===== config.mk =====
export PLATFORM = sky130hd
export DESIGN_NAME = disp_src_sched
export DESIGN_NICKNAME = d
export VERILOG_FILES = /design/src/rtl/disp_src_sched.sv
export SDC_FILE = /design/constraint.sdc
export NUM_CORES = 1
export LEC_CHECK = 0
export BUFFER_PORTS_ARGS = -buffer_cell sky130_fd_sc_hd__buf_2
export CORE_AREA = 2 2 131 133
export DETAILED_ROUTE_END_ITERATION = 10
export DIE_AREA = 0 0 133 135
export PLACE_DENSITY = 0.8
export SETUP_SLACK_MARGIN = 0.02
export SLEW_MARGIN = 0
export SYNTH_ARGS = -nofsm -noshare
export SYNTH_HDL_FRONTEND = slang
export SYNTH_SLANG_ARGS = --single-unit

===== constraint.sdc =====
create_clock -name clk -period 6.55 [get_ports clk]
set_input_delay 0.9825 -clock clk [delete_from_list [all_inputs] [get_ports clk]]
set_output_delay 0.9825 -clock clk [all_outputs]
set_load 0.05 [all_outputs]

===== src/rtl/disp_src_sched.sv =====
// Display source scheduler: manual/auto-rotating selection of eight 32-bit
// debug sources, with CPU writes pre-empting auto rotation for a hold period.
module disp_src_sched #(
  parameter logic [31:0] DWELL    = 32'd25000000,
  parameter logic [31:0] CPU_HOLD = 32'd50000000
) (
  input  logic        clk,
  input  logic        rst,
  input  logic [2:0]  Test,
  input  logic        auto_en,
  input  logic        cpu_req,
  input  logic [31:0] cpu_data,
  input  logic [31:0] src_data1,
  input  logic [31:0] src_data2,
  input  logic [31:0] src_data3,
  input  logic [31:0] src_data4,
  input  logic [31:0] src_data5,
  input  logic [31:0] src_data6,
  input  logic [31:0] src_data7,
  output logic [31:0] disp_num,
  output logic [2:0]  disp_sel,
  output logic        cpu_ack,
  output logic        in_hold
);

  localparam logic [31:0] RST_WORD = 32'hAA5555AA;

  typedef enum logic [1:0] {MANUAL, AUTO, CPU_PRE} state_t;

  state_t      state_q, state_d;
  logic [2:0]  idx_q, idx_d, saved_q, saved_d, sel_q, sel_d;
  logic [31:0] dwell_q, dwell_d, hold_q, hold_d;
  logic [31:0] latch_q, latch_d, disp_q, disp_d;
  logic        ack_q, hold_flag_q;
  logic [7:0][31:0] srcs;

  always_comb begin
    latch_d = cpu_req ? cpu_data : latch_q;
    // Index 0 uses the post-write latch so a same-cycle CPU write shows at once
    srcs[0] = latch_d;
    srcs[1] = {2'b00, src_data1[31:2]};
    srcs[2] = src_data2;
    srcs[3] = src_data3;
    srcs[4] = src_data4;
    srcs[5] = src_data5;
    srcs[6] = src_data6;
    srcs[7] = src_data7;

    state_d = state_q;
    idx_d   = idx_q;
    saved_d = saved_q;
    dwell_d = dwell_q;
    hold_d  = hold_q;
    sel_d   = 3'd0;

    case (state_q)
      MANUAL: begin
        sel_d = Test;
        if (auto_en && cpu_req) begin
          state_d = CPU_PRE;
          saved_d = Test;
          hold_d  = CPU_HOLD - 32'd1;
          sel_d   = 3'd0;
        end else if (auto_en) begin
          state_d = AUTO;
          idx_d   = Test;
          dwell_d = DWELL - 32'd1;
        end
      end
      AUTO: begin
        if (!auto_en) begin
          state_d = MANUAL;
          sel_d   = Test;
        end else if (cpu_req) begin
          state_d = CPU_PRE;
          saved_d = idx_q;
          hold_d  = CPU_HOLD - 32'd1;
        end else begin
          if (dwell_q == 32'd0) begin
            idx_d   = idx_q + 3'd1;
            dwell_d = DWELL - 32'd1;
          end else begin
            dwell_d = dwell_q - 32'd1;
          end
          sel_d = idx_d;
        end
      end
      CPU_PRE: begin
        if (!auto_en) begin
          state_d = MANUAL;
          sel_d   = Test;
        end else if (cpu_req) begin
          hold_d = CPU_HOLD - 32'd1;
        end else if (hold_q == 32'd0) begin
          // Rotation resumes where it was, with a fresh dwell period
          state_d = AUTO;
          idx_d   = saved_q;
          dwell_d = DWELL - 32'd1;
          sel_d   = saved_q;
        end else begin
          hold_d = hold_q - 32'd1;
        end
      end
      default: begin
        state_d = MANUAL;
        sel_d   = Test;
      end
    endcase

    disp_d = srcs[sel_d];
  end

  always_ff @(posedge clk) begin
    if (rst) begin
      state_q     <= MANUAL;
      idx_q       <= 3'd0;
      saved_q     <= 3'd0;
      sel_q       <= 3'd0;
      dwell_q     <= 32'd0;
      hold_q      <= 32'd0;
      latch_q     <= RST_WORD;
      disp_q      <= RST_WORD;
      ack_q       <= 1'b0;
      hold_flag_q <= 1'b0;
    end else begin
      state_q     <= state_d;
      idx_q       <= idx_d;
      saved_q     <= saved_d;
      sel_q       <= sel_d;
      dwell_q     <= dwell_d;
      hold_q      <= hold_d;
      latch_q     <= latch_d;
      disp_q      <= disp_d;
      ack_q       <= cpu_req;
      hold_flag_q <= (state_d == CPU_PRE);
    end
  end

  assign disp_num = disp_q;
  assign disp_sel = sel_q;
  assign cpu_ack  = ack_q;
  assign in_hold  = hold_flag_q;

endmodule


==> key figures, run 1 <==
Synth
  • Asr flop ratio synth: 0
  • Syn Std Cell Area: 8139 µm²
  • Mapped Nets: ~1200
  • Post-synthesis register bit count: about 140
  • Distinct cell type count after synthesis: 56
  • Synth Instances: 950
  • Ys Warns: 0
  • EDFF count, synth: 0
  • Seq/Total Area, Yosys: 0.3468
  • Mean Syn Cell Area: ~8.6 µm²
  • Ys flop type: dfxtp_1

STA
  • Relative slew slack: 0.2926
  • Clock Skew: 0.01157 ns
  • Minimum clock period: about 4.7 ns
  • Peak Freq: 211.9 MHz
  • Worst slew pin tran: approximately 1.1 ns
  • Total negative slack: 0 ns
  • Final Hold Vio Count: 0
  • Tcrit/Tclk final: 0.7205
  • Final worst setup slack: approximately 1.8 ns
  • Final Max Slew Viols: 0
  • Setup violations, final: 0
  • RSZ-0062 raised after global routing: false

Routing
  • Initial DRT Pass Iterations: 5
  • ANT nets after route: 0
  • Vias after detailed routing: just over 8000
  • DR WL/cell: between 15 and 20 µm
  • # DRC: 0
  • Routed WL: approximately 26 mm
  • DRT iter0 DRCs: 709
  • Avg Vias per Cell: between 5 and 6

Global route
  • First-pass GRT wire length: 38.78 mm
  • Initial antenna violation count: 4
  • Number of global-route vias before repair: ~7600
  • Largest net degree at the start of global routing: 108
  • Grt ovf: 0
  • Total GRT Usage: 0.2749

Layout
  • Total Nets Final: between 1000 and 1500
  • Area Overhead vs Synth: 26.30%
  • Layout cells sized above 1: 0.3086
  • Commonest non-fill, non-tap cell in the layout: buf_2
  • Most frequent cells in the layout: buf_2, dfxtp_1, mux2i_1
  • Non-filler instance count after layout: 1452

Run status
  • Status: finished, final reports clean

Worst setup path
  • CP Launch Point: hold_q[0]$_SDFFE_PP0P_
  • Crit-path cells: inv_1, ha_1, nor4b_1, nand4b_1, or4_1, o21ai_1, or2_2, buf_4, nand2_1, a32o_1
  • Worst path arrival time: ~5 ns
  • Reg2Reg Setup Slack: 1.83 ns
  • CP max stage delay: 0.85 ns
  • CP max FO: 40
  • Worst Setup EP: disp_num[28]$_SDFF_PP0_
  • Reg2reg end: disp_num[28]$_SDFF_PP0_
  • R2r worst-path depth: 10
  • CP Capture Type: flip-flop
  • Critical path's slowest cell: o21ai_1
  • Worst EP required: approximately 6.9 ns
  • Crit Path Category: reg2reg
  • Crit start category: flip-flop
  • Worst reg2reg startpoint: hold_q[0]$_SDFFE_PP0P_

Die
  • Total core area: 16410 µm²
  • Num rows: 47
  • Initial Util: 0.4961
  • Die W: between 100 and 150 µm
  • Die Y-Extent: roughly 140 µm
  • IO Pins: 300
  • DIE AREA: 17960 µm²

Pwr
  • Worst vdd ir: between 0.00015 and 0.0002 V
  • Static leakage: slightly below 0.005 µW
  • Pwr dens: 268.5 nW/µm²

Clock tree
  • Setup repair bufs after CTS: 0
  • CTS hold repair buffers: 0
  • Clock slew at reported path FFs: ~0.060 ns
  • Clock Latency Late Sink: around 0.43 ns
  • Cts repair resizes: 0
  • H-tree levels: 4
  • TritonCTS clock tree: yes
  • Clk sinks: 141
  • Root Driver: clkbuf_16
  • CTS Buffer Depth: 2
  • Cts bufs inserted: 17

Placed design
  • Port-buffer cells: between 200 and 300
  • Worst Setup Slack post-DPL: about 1.9 ns
  • DP HPWL: ~19 mm
  • Final GP Congestion: about 0.87
  • Placed cells: 1416

Flow run
  • Total of max-cap violations: 0

Worst hold path
  • Hold Crit Class: reg2reg
## registers in the layout, summed over array words and instances (netlist names)
signal / cells
disp_num: 32
idx_q: 3
hold_q: 32
latch_q: 32
in_hold: 1
disp_sel: 3
state_q: 2
cpu_ack: 1
dwell_q: 32
saved_q: 3
## critical path, delay by kind of cell (launching register included)
| family | cells | cell delay (ns) |
|---|---|---|
| AOI/OAI and AO/OA | 2 | 1.14 |
| DFF | 1 | 0.31 |
| adders and majority gates | 1 | 0.23 |
| buffers and inverters | 2 | 0.45 |
| and+or+nand+nor | 5 | 2.44 |
## metal layers
| metal | track usage | routed length (µm) | share of wire |
|---|---|---|---|
| met1 | 0.3388 | 10670 | 0.42 |
| met2 | 0.4588 | 12260 | 0.48 |
| met3 | 0.06869 | 1943 | 0.076 |
| met5 | 0 | 20 | 0.00078 |
| met4 | 0.1171 | 802 | 0.031 |
## report_power, final
| group | internal [µW] | total [µW] | switching (µW) |
|---|---|---|---|
| registers | 948 | 1010 | 59.0 |
| logic | 327 | 860 | 532 |
| clock network | 505 | 893 | 389 |
| total | 1780 | 2760 | 980 |
## worst min-delay path by stage
stage / from / to / depth (start not counted)
final: latch_q[10]$_SDFF_PP1_ / latch_q[10]$_SDFF_PP1_ / 2
after global routing: latch_q[22]$_SDFF_PP1_ / latch_q[22]$_SDFF_PP1_ / 2
after CTS: latch_q[10]$_SDFF_PP1_ / latch_q[10]$_SDFF_PP1_ / 2
after detailed placement: latch_q[18]$_SDFF_PP1_ / latch_q[18]$_SDFF_PP1_ / 2
after global placement: latch_q[18]$_SDFF_PP1_ / latch_q[18]$_SDFF_PP1_ / 2
after floorplan: latch_q[10]$_SDFF_PP1_ / latch_q[10]$_SDFF_PP1_ / 2
## stage by stage
stage	util	hold slack, ns	total power [µW]	instance area [µm²]
finish	0.6266	0.4589	2760	10280
global route	0.6259	0.4837	2889	10270
CTS	0.6259	0.4664	2762	10270
detailed placement	0.5926	0.4514	1874	9723
global placement	0.5926	0.4415	1857	9723
floorplan	-	0.4312	1636	8139
## cells by family after synthesis
group | share of synthesized area
XOR/XNOR | 0.03766
buffers and inverters | 0.05011
AO/OA/AOI/OAI | 0.1646
adder cells (fa/ha/maj) | 0.01076
multiplexers | 0.1885
flip-flops | 0.3468
AND/OR/NAND/NOR | 0.2015
## area by class of cell
type                       instances  area, µm²
antenna                            4      10.01
clock buffer                      20      456.7
clock inverter                    12      90.09
fill                            1412       6127
inverter                          29      108.9
multi-input combinational        717       4927
sequential                       141       2823
tap                              220      275.3
timing repair buffer             309       1589
## Yosys cell counts (all sizes together), types with 3 or more instances
cell type	instances	area share
a211oi	8	0.0074
a21o	3	0.0028
a21oi	49	0.031
a22oi	12	0.011
a311oi	22	0.028
a32o	23	0.028
and2	3	0.0023
and3	7	0.0054
and4b	6	0.0074
buf	32	0.022
clkbuf	31	0.014
dfxtp	141	0.35
ha	7	0.011
inv	29	0.013
mux2	34	0.047
mux2i	115	0.14
nand2	98	0.045
nand2b	4	0.0031
nand3	9	0.0055
nand3b	3	0.0028
nand4	9	0.0069
nor2	106	0.049
nor3	45	0.028
nor4	18	0.016
o211ai	10	0.0092
o21ai	31	0.019
o21ba	4	0.0049
o31a	6	0.0065
o31ai	7	0.0065
or3	13	0.010
or4	14	0.014
xnor2	23	0.025
xor2	12	0.013
Power figures use the tool's default switching activity.
==> run 2, diff against run 1 <==
--- a/config.mk
+++ b/config.mk
@@ -6,10 +6,10 @@
 export NUM_CORES = 1
 export LEC_CHECK = 0
 export BUFFER_PORTS_ARGS = -buffer_cell sky130_fd_sc_hd__buf_2
-export CORE_AREA = 2 2 131 133
+export CORE_AREA = 2 2 138 140
 export DETAILED_ROUTE_END_ITERATION = 10
-export DIE_AREA = 0 0 133 135
-export PLACE_DENSITY = 0.8
+export DIE_AREA = 0 0 140 142
+export PLACE_DENSITY = 0.76
 export SETUP_SLACK_MARGIN = 0.02
 export SLEW_MARGIN = 0
 export SYNTH_ARGS = -nofsm -noshare
==> constraint.sdc (replaced) <==
create_clock -name clk -period 4.14 [get_ports clk]
set_input_delay 0.621 -clock clk [delete_from_list [all_inputs] [get_ports clk]]
set_output_delay 0.621 -clock clk [all_outputs]
set_load 0.05 [all_outputs]
==> key figures, run 2 (synthesis gave the netlist of run 1 again) <==
Die
  • Die Y-Extent: 142 µm (+5.2%)
  • Total core area: 18460 µm² (+12%)
  • Initial Util: 0.4410 (-0.05506)
  • Num rows: 50 (+6.4%)
  • IO Pins: 300 (unchanged)
  • DIE AREA: 19880 µm² (+11%)
  • Die W: 140 µm (+5.3%)

Clock tree
  • TritonCTS clock tree: yes
  • CTS Buffer Depth: 2 (unchanged)
  • H-tree levels: 4 (unchanged)
  • Root Driver: clkbuf_16
  • Clk sinks: 141 (unchanged)
  • Clock Latency Late Sink: 0.43 ns (about the same)
  • Clock slew at reported path FFs: 0.06 ns (about the same)
  • Cts bufs inserted: 17 (unchanged)

Layout
  • Layout cells sized above 1: 0.3120 (+0.003413)
  • Total Nets Final: 1495 (+0.67%)
  • Area Overhead vs Synth: 27.44%
  • Non-filler instance count after layout: 1475 (+1.6%)
  • Most frequent cells in the layout: buf_2, dfxtp_1, mux2i_1
  • Commonest non-fill, non-tap cell in the layout: buf_2

Routing
  • ANT nets after route: 0 (unchanged)
  • Initial DRT Pass Iterations: 10 (+5)
  • Vias after detailed routing: 8207 (-0.12%)
  • DRT iter0 DRCs: 561 (-21%)
  • DR WL/cell: 17.77 µm (+0.41%)
  • Routed WL: 26.21 mm (+2.0%)
  • # DRC: 20 (+20)
  • Avg Vias per Cell: 5.564 (-1.7%)

Placed design
  • Final GP Congestion: 0.8764 (+0.49%)
  • DP HPWL: 19.80 mm (+2.4%)
  • Port-buffer cells: 297 (unchanged)
  • Worst Setup Slack post-DPL: 0.4185 ns (-1.491 ns)
  • Placed cells: 1439 (+1.6%)

Worst setup path
  • R2r worst-path depth: 12 (+2)
  • Worst EP required: 4.47 ns (-2.38 ns)
  • Worst reg2reg startpoint: hold_q[0]$_SDFFE_PP0P_
  • Largest delay share family, worst path: simple AND/OR/NAND/NOR gates
  • Critical path's slowest cell: or4_1
  • Crit start category: flip-flop
  • CP Launch Point: hold_q[0]$_SDFFE_PP0P_
  • Crit-path cells: inv_1, ha_1, nor4b_1, nand4b_1, or4_1, o21ai_2, or2_2, buf_4, buf_4, nor3_1, o31a_1, a311oi_2
  • CP Capture Type: flip-flop
  • Reg2reg end: disp_num[1]$_SDFF_PP1_
  • Reg2Reg Setup Slack: 0.34 ns (-1.49 ns)
  • Crit Path Category: reg2reg
  • Most frequent CP cell: buf_4
  • Worst path arrival time: 4.13 ns (-0.89 ns)
  • Worst Path Buf+Inv: 3 (+1)
  • CP max stage delay: 0.62 ns (-0.23 ns)
  • CP max FO: 13 (-68%)

Flow run
  • Total of max-cap violations: 0 (unchanged)

Pwr
  • P_sw: 1521 µW (+55%)
  • Pwr dens: 422.2 nW/µm² (+57%)
  • Internal power: 2858 µW (+61%)
  • Static leakage: 0.004872 µW (+1.3%)
  • Comb pwr share: 0.317 (+0.006)
  • Power share of the clock group: 0.319 (-0.005)
  • Worst vdd ir: 0.0003361 V (+84%)
  • Register share of total power: 0.364 (about the same)
  • Sw frac: 0.3472 (-0.007921)

Worst hold path
  • Hold Crit Class: in2reg
  • Hold depth: 3 (+1)
  • Hold Path End: latch_q[18]$_SDFF_PP1_
  • Hold Startpoint: cpu_data[18]

Global route
  • Largest net degree at the start of global routing: 68 (-37%)
  • Grt ovf: 0 (unchanged)
  • Number of global-route vias before repair: 7679 (+0.95%)
  • First-pass GRT wire length: 39.63 mm (+2.2%)
  • Initial antenna violation count: 3 (-1)
  • Total GRT Usage: 0.2542 (-0.02070)

STA
  • Clock Skew: 0.008981 ns (-0.002589 ns)
  • Final Hold Vio Count: 0 (unchanged)
  • Final worst setup slack: 0.3394 ns (-1.492 ns)
  • Peak Freq: 263.1 MHz (+24%)
  • RSZ-0062 raised after global routing: false
  • Minimum clock period: 3.801 ns (-0.9184 ns)
  • Worst hold slack: 0.4375 ns (-0.02143 ns)
  • Total negative slack: 0 ns (unchanged)
  • Relative slew slack: 0.3954 (+0.1027)
  • Worst slew pin tran: 0.9060 ns (-0.1480 ns)
  • Tcrit/Tclk final: 0.9180 (+0.1976)
  • Setup violations, final: 0 (unchanged)
  • Final Max Slew Viols: 0 (unchanged)

Run status
  • Status: finished, violations left
  • Failing checks: design-rule violations
==> run 2: cell types whose count changed in the layout (fill, tap and decap cells not counted) <==
cell / previous run / this run
inv_6: 1 / 0
o21ai_2: 0 / 1
o21ai_1: 4 / 3
clkinv_2: 2 / 4
clkinvlp_4: 6 / 1
clkbuf_1: 1 / 4
clkbuf_8: 2 / 4
nor2_2: 0 / 1
clkinv_4: 3 / 1
buf_4: 11 / 19
buf_12: 1 / 2
==> run 2: what timing repair did <==
item,CTS,global route
setup buffers,0,0
hold buffers,0,0
setup endpoints to repair,0,8
hold endpoints to repair,0,0
gates resized for setup,0,1
==> run 2: tightest hold or removal path, stage by stage <==
cell     delay (ns)
buf_2          0.07
mux2i_1        0.07
nand2_1        0.06
==> run 2: stage by stage <==
stage	instance area, µm²	total power, µW	util
3_3_place_gp	9821	2963	0.5321
2_1_floorplan	8139	2588	-
4_1_cts	10350	4385	0.5609
5_1_grt	10360	4587	0.5615
6_report	10370	4379	0.5620
3_5_place_dp	9821	2992	0.5321
==> run 2: power by group through the flow <==
stage	Combinational (µW)	Clock, µW	Sequential, µW
floorplan	780	0	1810
global placement	1350	0	1620
detailed placement	1370	0	1620
CTS	1380	1410	1590
global route	1500	1480	1610
finish	1390	1400	1590
==> run 2: worst max-delay path by stage <==
stage,endpoint,depth (start not counted)
final,disp_num[1]$_SDFF_PP1_,12
after global routing,disp_num[1]$_SDFF_PP1_,12
after CTS,disp_num[1]$_SDFF_PP1_,12
after detailed placement,disp_num[27]$_SDFF_PP1_,11
after global placement,disp_num[28]$_SDFF_PP0_,11
after floorplan,disp_num[22]$_SDFF_PP1_,12
==> run 2: layout make-up <==
type	count	area [µm²]
fillers	1664	8083
multi-input cells	718	4937
flip-flops and latches	141	2823
repair buffers	318	1669
clock buffers	25	495.5
well taps	234	292.8
inverters	29	108.9
clock inverters	6	36.28
diodes	4	10.01
==> run 2: layer usage <==
layer / part of all wire / GRT usage / up-vias / wire, µm
li1: - / - / 4025 / -
met1: 0.41 / 0.3094 / 3789 / 10680
met2: 0.48 / 0.4296 / 341 / 12590
met3: 0.084 / 0.06763 / 50 / 2194
met4: 0.028 / 0.1026 / 2 / 728
met5: 0.00050 / 0 / - / 13
